$ cat src/rtl/ecc_secded_stream.sv
// ecc_secded_stream: parametrised two-stage SEC-DED (extended Hamming) codec.
// Each beat selects encode, decode, or full-channel mode (encode, XOR noise, decode).
// Streams over valid/ready and keeps saturating single/double error counters.
module ecc_secded_stream #(
    parameter int DATA_WIDTH = 32,
    parameter int CNT_WIDTH  = 16,
    localparam int P  = (DATA_WIDTH <= 32'sd4)  ? 32'sd3 :
                        (DATA_WIDTH <= 32'sd11) ? 32'sd4 :
                        (DATA_WIDTH <= 32'sd26) ? 32'sd5 :
                        (DATA_WIDTH <= 32'sd57) ? 32'sd6 : 32'sd7,
    localparam int CW = DATA_WIDTH + P + 32'sd1
) (
    input  logic                 clk,
    input  logic                 rst,
    input  logic                 in_valid,
    output logic                 in_ready,
    input  logic [1:0]           in_mode,
    input  logic [CW-1:0]        in_data,
    input  logic [CW-1:0]        in_noise,
    output logic                 out_valid,
    input  logic                 out_ready,
    output logic [CW-1:0]        out_data,
    output logic [1:0]           out_num_errors,
    input  logic                 cnt_clear,
    output logic [CNT_WIDTH-1:0] cnt_single,
    output logic [CNT_WIDTH-1:0] cnt_double
);

    localparam logic [1:0] MODE_ENC   = 2'b00;
    localparam logic [1:0] MODE_DEC   = 2'b01;
    localparam logic [1:0] MODE_FULL  = 2'b10;
    localparam logic [1:0] ERR_NONE   = 2'b00;
    localparam logic [1:0] ERR_SINGLE = 2'b01;
    localparam logic [1:0] ERR_DOUBLE = 2'b10;
    localparam logic [1:0] ERR_RSV    = 2'b11;

    localparam logic [P-1:0]         ONE_P   = P'(1'b1);
    localparam logic [CNT_WIDTH-1:0] CNT_ONE = CNT_WIDTH'(1'b1);

    // Position of data bit j: the j-th integer >= 3 that is not a power of two.
    // Positions never exceed CW-1, so P bits always hold them.
    function automatic logic [P-1:0] data_pos(input int j);
        logic [P-1:0] pos;
        pos = P'(2'd2);
        for (int k = 32'sd0; k <= j; k++) begin
            pos = pos + ONE_P;
            if ((pos & (pos - ONE_P)) == '0) begin
                pos = pos + ONE_P;
            end else begin
                pos = pos;
            end
        end
        return pos;
    endfunction

    // Hamming parity: p[i] covers every data bit whose position has bit i set.
    function automatic logic [P-1:0] hamming_parity(input logic [DATA_WIDTH-1:0] d);
        logic [P-1:0] par;
        logic [P-1:0] pos;
        par = '0;
        for (int j = 32'sd0; j < DATA_WIDTH; j++) begin
            pos = data_pos(j);
            for (int i = 32'sd0; i < P; i++) begin
                if (pos[i]) begin
                    par[i] = par[i] ^ d[j];
                end else begin
                    par[i] = par[i];
                end
            end
        end
        return par;
    endfunction

    // Full codeword {overall, p, data}; the overall bit makes the word even parity.
    function automatic logic [CW-1:0] encode(input logic [DATA_WIDTH-1:0] d);
        logic [P-1:0] par;
        par = hamming_parity(d);
        return {^{par, d}, par, d};
    endfunction

    logic                  s1_valid_r;
    logic [1:0]            s1_mode_r;
    logic [CW-1:0]         s1_cw_r;
    logic [CW-1:0]         s1_cw_next_s;
    logic                  out_valid_r;
    logic [CW-1:0]         out_data_r;
    logic [1:0]            out_err_r;
    logic [CNT_WIDTH-1:0]  cnt_single_r;
    logic [CNT_WIDTH-1:0]  cnt_double_r;
    logic                  s2_adv_s;
    logic [P-1:0]          syn_s;
    logic                  glob_s;
    logic [DATA_WIDTH-1:0] raw_s;
    logic [DATA_WIDTH-1:0] flip_s;
    logic                  hit_s;
    logic [CW-1:0]         dec_data_s;
    logic [1:0]            dec_err_s;

    assign s2_adv_s       = !out_valid_r || out_ready;
    assign in_ready       = !s1_valid_r || s2_adv_s;
    assign out_valid      = out_valid_r;
    assign out_data       = out_data_r;
    assign out_num_errors = out_err_r;
    assign cnt_single     = cnt_single_r;
    assign cnt_double     = cnt_double_r;

    // Stage-1 word: fresh codeword, received codeword, or codeword with channel noise.
    always_comb begin
        s1_cw_next_s = '0;
        case (in_mode)
            MODE_ENC:  s1_cw_next_s = encode(in_data[DATA_WIDTH-1:0]);
            MODE_DEC:  s1_cw_next_s = in_data;
            MODE_FULL: s1_cw_next_s = encode(in_data[DATA_WIDTH-1:0]) ^ in_noise;
            default:   s1_cw_next_s = '0;
        endcase
    end

    // Stage 1 register: loads whenever it is empty or draining into stage 2.
    always_ff @(posedge clk) begin
        if (rst) begin
            s1_valid_r <= 1'b0;
            s1_mode_r  <= 2'b00;
            s1_cw_r    <= '0;
        end else if (in_ready) begin
            s1_valid_r <= in_valid;
            if (in_valid) begin
                s1_mode_r <= in_mode;
                s1_cw_r   <= s1_cw_next_s;
            end
        end
    end

    // Syndrome, global parity and the single-bit correction mask for stage 1's word.
    always_comb begin
        raw_s  = s1_cw_r[DATA_WIDTH-1:0];
        syn_s  = hamming_parity(raw_s) ^ s1_cw_r[DATA_WIDTH+P-1:DATA_WIDTH];
        glob_s = ^s1_cw_r;
        flip_s = '0;
        for (int j = 32'sd0; j < DATA_WIDTH; j++) begin
            flip_s[j] = (data_pos(j) == syn_s);
        end
        hit_s = |flip_s;
    end

    // Classify the error and choose the stage-2 payload for each mode.
    always_comb begin
        dec_data_s = '0;
        dec_err_s  = ERR_NONE;
        case (s1_mode_r)
            MODE_ENC: begin
                dec_data_s = s1_cw_r;
                dec_err_s  = ERR_NONE;
            end
            MODE_DEC, MODE_FULL: begin
                if (!glob_s) begin
                    // Even parity: either clean or an uncorrectable pair.
                    dec_data_s = {{(P+1){1'b0}}, raw_s};
                    dec_err_s  = (syn_s == '0) ? ERR_NONE : ERR_DOUBLE;
                end else if ((syn_s & (syn_s - ONE_P)) == '0) begin
                    // Zero or power-of-two syndrome: the flip hit a parity bit.
                    dec_data_s = {{(P+1){1'b0}}, raw_s};
                    dec_err_s  = ERR_SINGLE;
                end else if (hit_s) begin
                    dec_data_s = {{(P+1){1'b0}}, raw_s ^ flip_s};
                    dec_err_s  = ERR_SINGLE;
                end else begin
                    // Odd parity but syndrome points past the codeword.
                    dec_data_s = {{(P+1){1'b0}}, raw_s};
                    dec_err_s  = ERR_DOUBLE;
                end
            end
            default: begin
                dec_data_s = '0;
                dec_err_s  = ERR_RSV;
            end
        endcase
    end

    // Stage 2 / output register: holds its beat while the consumer stalls.
    always_ff @(posedge clk) begin
        if (rst) begin
            out_valid_r <= 1'b0;
            out_data_r  <= '0;
            out_err_r   <= 2'b00;
        end else if (s2_adv_s) begin
            out_valid_r <= s1_valid_r;
            if (s1_valid_r) begin
                out_data_r <= dec_data_s;
                out_err_r  <= dec_err_s;
            end
        end
    end

    // Saturating error statistics, counted on the output handshake; clear wins.
    always_ff @(posedge clk) begin
        if (rst) begin
            cnt_single_r <= '0;
            cnt_double_r <= '0;
        end else if (cnt_clear) begin
            cnt_single_r <= '0;
            cnt_double_r <= '0;
        end else if (out_valid_r && out_ready) begin
            if ((out_err_r == ERR_SINGLE) && (cnt_single_r != '1)) begin
                cnt_single_r <= cnt_single_r + CNT_ONE;
            end
            if ((out_err_r == ERR_DOUBLE) && (cnt_double_r != '1)) begin
                cnt_double_r <= cnt_double_r + CNT_ONE;
            end
        end
    end

endmodule

$ cat config.mk
export PLATFORM = sky130hd
export DESIGN_NAME = ecc_secded_stream
export DESIGN_NICKNAME = d
export VERILOG_FILES = /design/src/rtl/ecc_secded_stream.sv
export SDC_FILE = /design/constraint.sdc
export NUM_CORES = 1
export LEC_CHECK = 0
export ABC_CLOCK_PERIOD_IN_PS = 4250
export CAP_MARGIN = 25
export CORE_MARGIN = 2
export CORE_UTILIZATION = 45
export CTS_BUF_LIST = sky130_fd_sc_hd__clkbuf_8
export CTS_CLUSTER_SIZE = 10
export DETAILED_ROUTE_END_ITERATION = 6
export PLACE_DENSITY = 0.76
export SLEW_MARGIN = 20
export SYNTH_ARGS = -nofsm -noshare
export SYNTH_HDL_FRONTEND = slang
export SYNTH_SLANG_ARGS = --single-unit
$ cat constraint.sdc
create_clock -name clk -period 4.25 [get_ports clk]
set_input_delay 1.0625 -clock clk [delete_from_list [all_inputs] [get_ports clk]]
set_output_delay 1.0625 -clock clk [all_outputs]
set_load 0.01 [all_outputs]
==> flow_summary.yaml <==
cts:
  clk_pin_slew_ns: 0.08
  cts_hold_repair.buffers: 0
  clock_tree.htree_level_count: 4
  clkSinkCount: 116
  clk_path_buf_depth: 2
  cts_tree: "done"
  ctsResizeCount: 0
  clock_latency_ns: 0.45
  root_buffer: "clkbuf_8"
  cts_buffers: 17
  post_cts_buffers: 0
place:
  placed_area_mm2: 0.00964
  place.port_buffers: 159
  dp_cells: 1263
  dp_slack_ns: 0.518
  globalplace.congestion: 0.954
  place_hpwl_mm: 17.4
route:
  drt_iter0_drc: 710
  drc: 0
  vias_per_cell: 5.84
  drtPass1Iterations: 5
  routed_wl_mm: 23.4
  route.vias.total: 7571
  wire_per_inst_um: 18.0
  ant_nets: 0
worst_hold_path:
  min-delay-start: "s1_mode_r[1]"
  hold_class: "register to register"
global_route:
  track_usage: 0.254
  grt_pass1_wl_mm: 36.7
  grt_max_degree: 86
  grt_pass1_vias: 6770
  grt.overflow.total: 0
  grt_antenna_before_repair: 0
yosys:
  yosysSeqAreaShare: 0.294
  synth_seq_cells: 116
  synth-edff-count: 0
  syn_avg_cell_area_um2: 8.46
  yosys_warnings: 0
  syn_inst: 933
  async_flop_share: 0
  synth_nets: 1022
  syn_area_mm2: 0.00789
  synth-main-ff-cell: "dfxtp_1"
  synth_cell_types: 57
sta:
  min_period_ns: 3.70
  setup_tns_ns: 0
  finClkSkew_ns: 0.0135
  clock.fmax_mhz: 271
  relSlewSlack: 0.331
  worst_slew_pin_slew_ns: 0.996
  setup_violations: 0
  grt_setup_unrepaired: "no"
  hold_viol: 0
  setup_slack_ns: 0.554
  period_share: 0.870
  drv_slew: 0
  timing.hold.ws_ns: 0.496
floorplan:
  start_util: 0.458
  rows: 48
  dieArea_mm2: 0.0186
  core_area_mm2: 0.0172
  die_h_um: 136
  ios: 160
  die_w_um: 136
setup_path:
  critPathMaxFanout: 12
  start_kind: "register"
  worst_ep_arrival_time_ns: 4.07
  startpoint: "s1_cw_r[0]"
  worstPathRequired_ns: 4.62
  timing.rr.start: "s1_cw_r[0]"
  criticalPathCategory: "register to register"
  crit_path_end_kind: "register"
power:
  power_mw: 4.78
  irDropWorstVdd_uv: 424
  powerDensity_mw_per_mm2: 476
  p_leak_nw: 3.74
layout:
  fin_nets: 1147
  drive_gt1_frac: 0.0635
  fin_util: 0.583
  insertedDiodeCount: 0
  area_growth_pct: 27.4
  final_cells: 1296
  final_area_mm2: 0.0101
status:
  status: "completed"
job:
  cap_violations: 0
## worst max-delay path: stages (launching register included)
cell      delay (ns)
dfxtp_1         0.47
xnor3_1         0.48
xor2_1          0.25
xor3_1          0.49
xor3_1          0.65
nor4_2          0.67
or4b_1          0.50
o211ai_1        0.11
## cell families (layout without fill, tap and decap cells)
group | after synthesis | count (layout) | synth area share
adder cells (fa/ha/maj) | 4 | 4 | 0.00634
AND/OR/NAND/NOR | 317 | 317 | 0.195
buffers and inverters | 101 | 239 | 0.0485
XOR/XNOR | 140 | 140 | 0.221
flip-flops | 116 | 116 | 0.294
AO/OA/AOI/OAI | 237 | 237 | 0.211
multiplexers | 18 | 18 | 0.0232
## synth_stat cells, types with 10 or more instances
| cell type | number | area (um^2) |
|---|---|---|
| o22ai_1 | 11 | 68.8 |
| o211ai_1 | 24 | 180 |
| inv_1 | 28 | 105 |
| nand4_1 | 10 | 62.6 |
| nand2b_1 | 11 | 68.8 |
| nand3_1 | 53 | 265 |
| a21oi_1 | 23 | 115 |
| nand2_1 | 61 | 229 |
| xnor3_1 | 29 | 653 |
| or4_1 | 10 | 75.1 |
| xor2_1 | 36 | 315 |
| dfxtp_1 | 116 | 2320 |
| or3_1 | 12 | 75.1 |
| nor3_1 | 23 | 115 |
| nor2_1 | 106 | 398 |
| mux2i_1 | 16 | 160 |
| a221o_1 | 29 | 290 |
| a22oi_1 | 39 | 293 |
| o21ai_0 | 62 | 310 |
| a31oi_1 | 12 | 75.1 |
| xnor2_1 | 66 | 578 |
| clkbuf_1 | 64 | 240 |
## cell type report
type | instances | area (um^2)
well taps | 225 | 282
clock buffers | 18 | 248
clock inverters | 14 | 154
fillers | 1544 | 7190
inverters | 30 | 113
multi-input cells | 716 | 5200
repair buffers | 177 | 1730
flip-flops and latches | 116 | 2320
## routing by layer
| metal | global-route usage | part of all wire | up-vias |
|---|---|---|---|
| li1 | - | - | 3658 |
| met1 | 0.360 | 0.45 | 3551 |
| met2 | 0.391 | 0.46 | 330 |
| met3 | 0.0466 | 0.079 | 32 |
| met4 | 0.0804 | 0.019 | 0 |
| met5 | 0 | 0 | - |
## power by group
part           switching [mW]  internal (mW)  total [mW]
combinational            1.47           1.03        2.51
sequential             0.0909           1.15        1.24
clock                   0.496          0.542        1.04
## state kept, by name (all words and copies together), names as in the netlist
| register | flops |
|---|---|
| s1_mode_r | 2 |
| s1_cw_r | 39 |
| out_data | 39 |
| cnt_single | 16 |
| out_num_errors | 2 |
| cnt_double | 16 |
| out_valid | 1 |
| s1_valid_r | 1 |
## layout by cell type, fill, tap and decap left out, types with 22 or more instances in the layout
master,n
a21oi_1,22
a221o_1,29
a22oi_1,39
clkdlybuf4s50_1,158
dfxtp_1,116
inv_1,28
nand2_1,61
nand3_1,53
nor2_1,106
nor3_1,23
o211ai_1,24
o21ai_0,62
xnor2_1,66
xnor3_1,29
xor2_1,36
## final timing paths
kind / endpoint / slack (ns) / cells after the start
worst max-delay path: out_data[3] / 0.55 / 7
worst min-delay path: s1_mode_r[1] / 0.50 / 2
worst max register to register: out_data[3] / 0.55 / 7
worst min register to register: s1_mode_r[1] / 0.50 / 2
No activity file was read; power rests on OpenSTA's default activity.
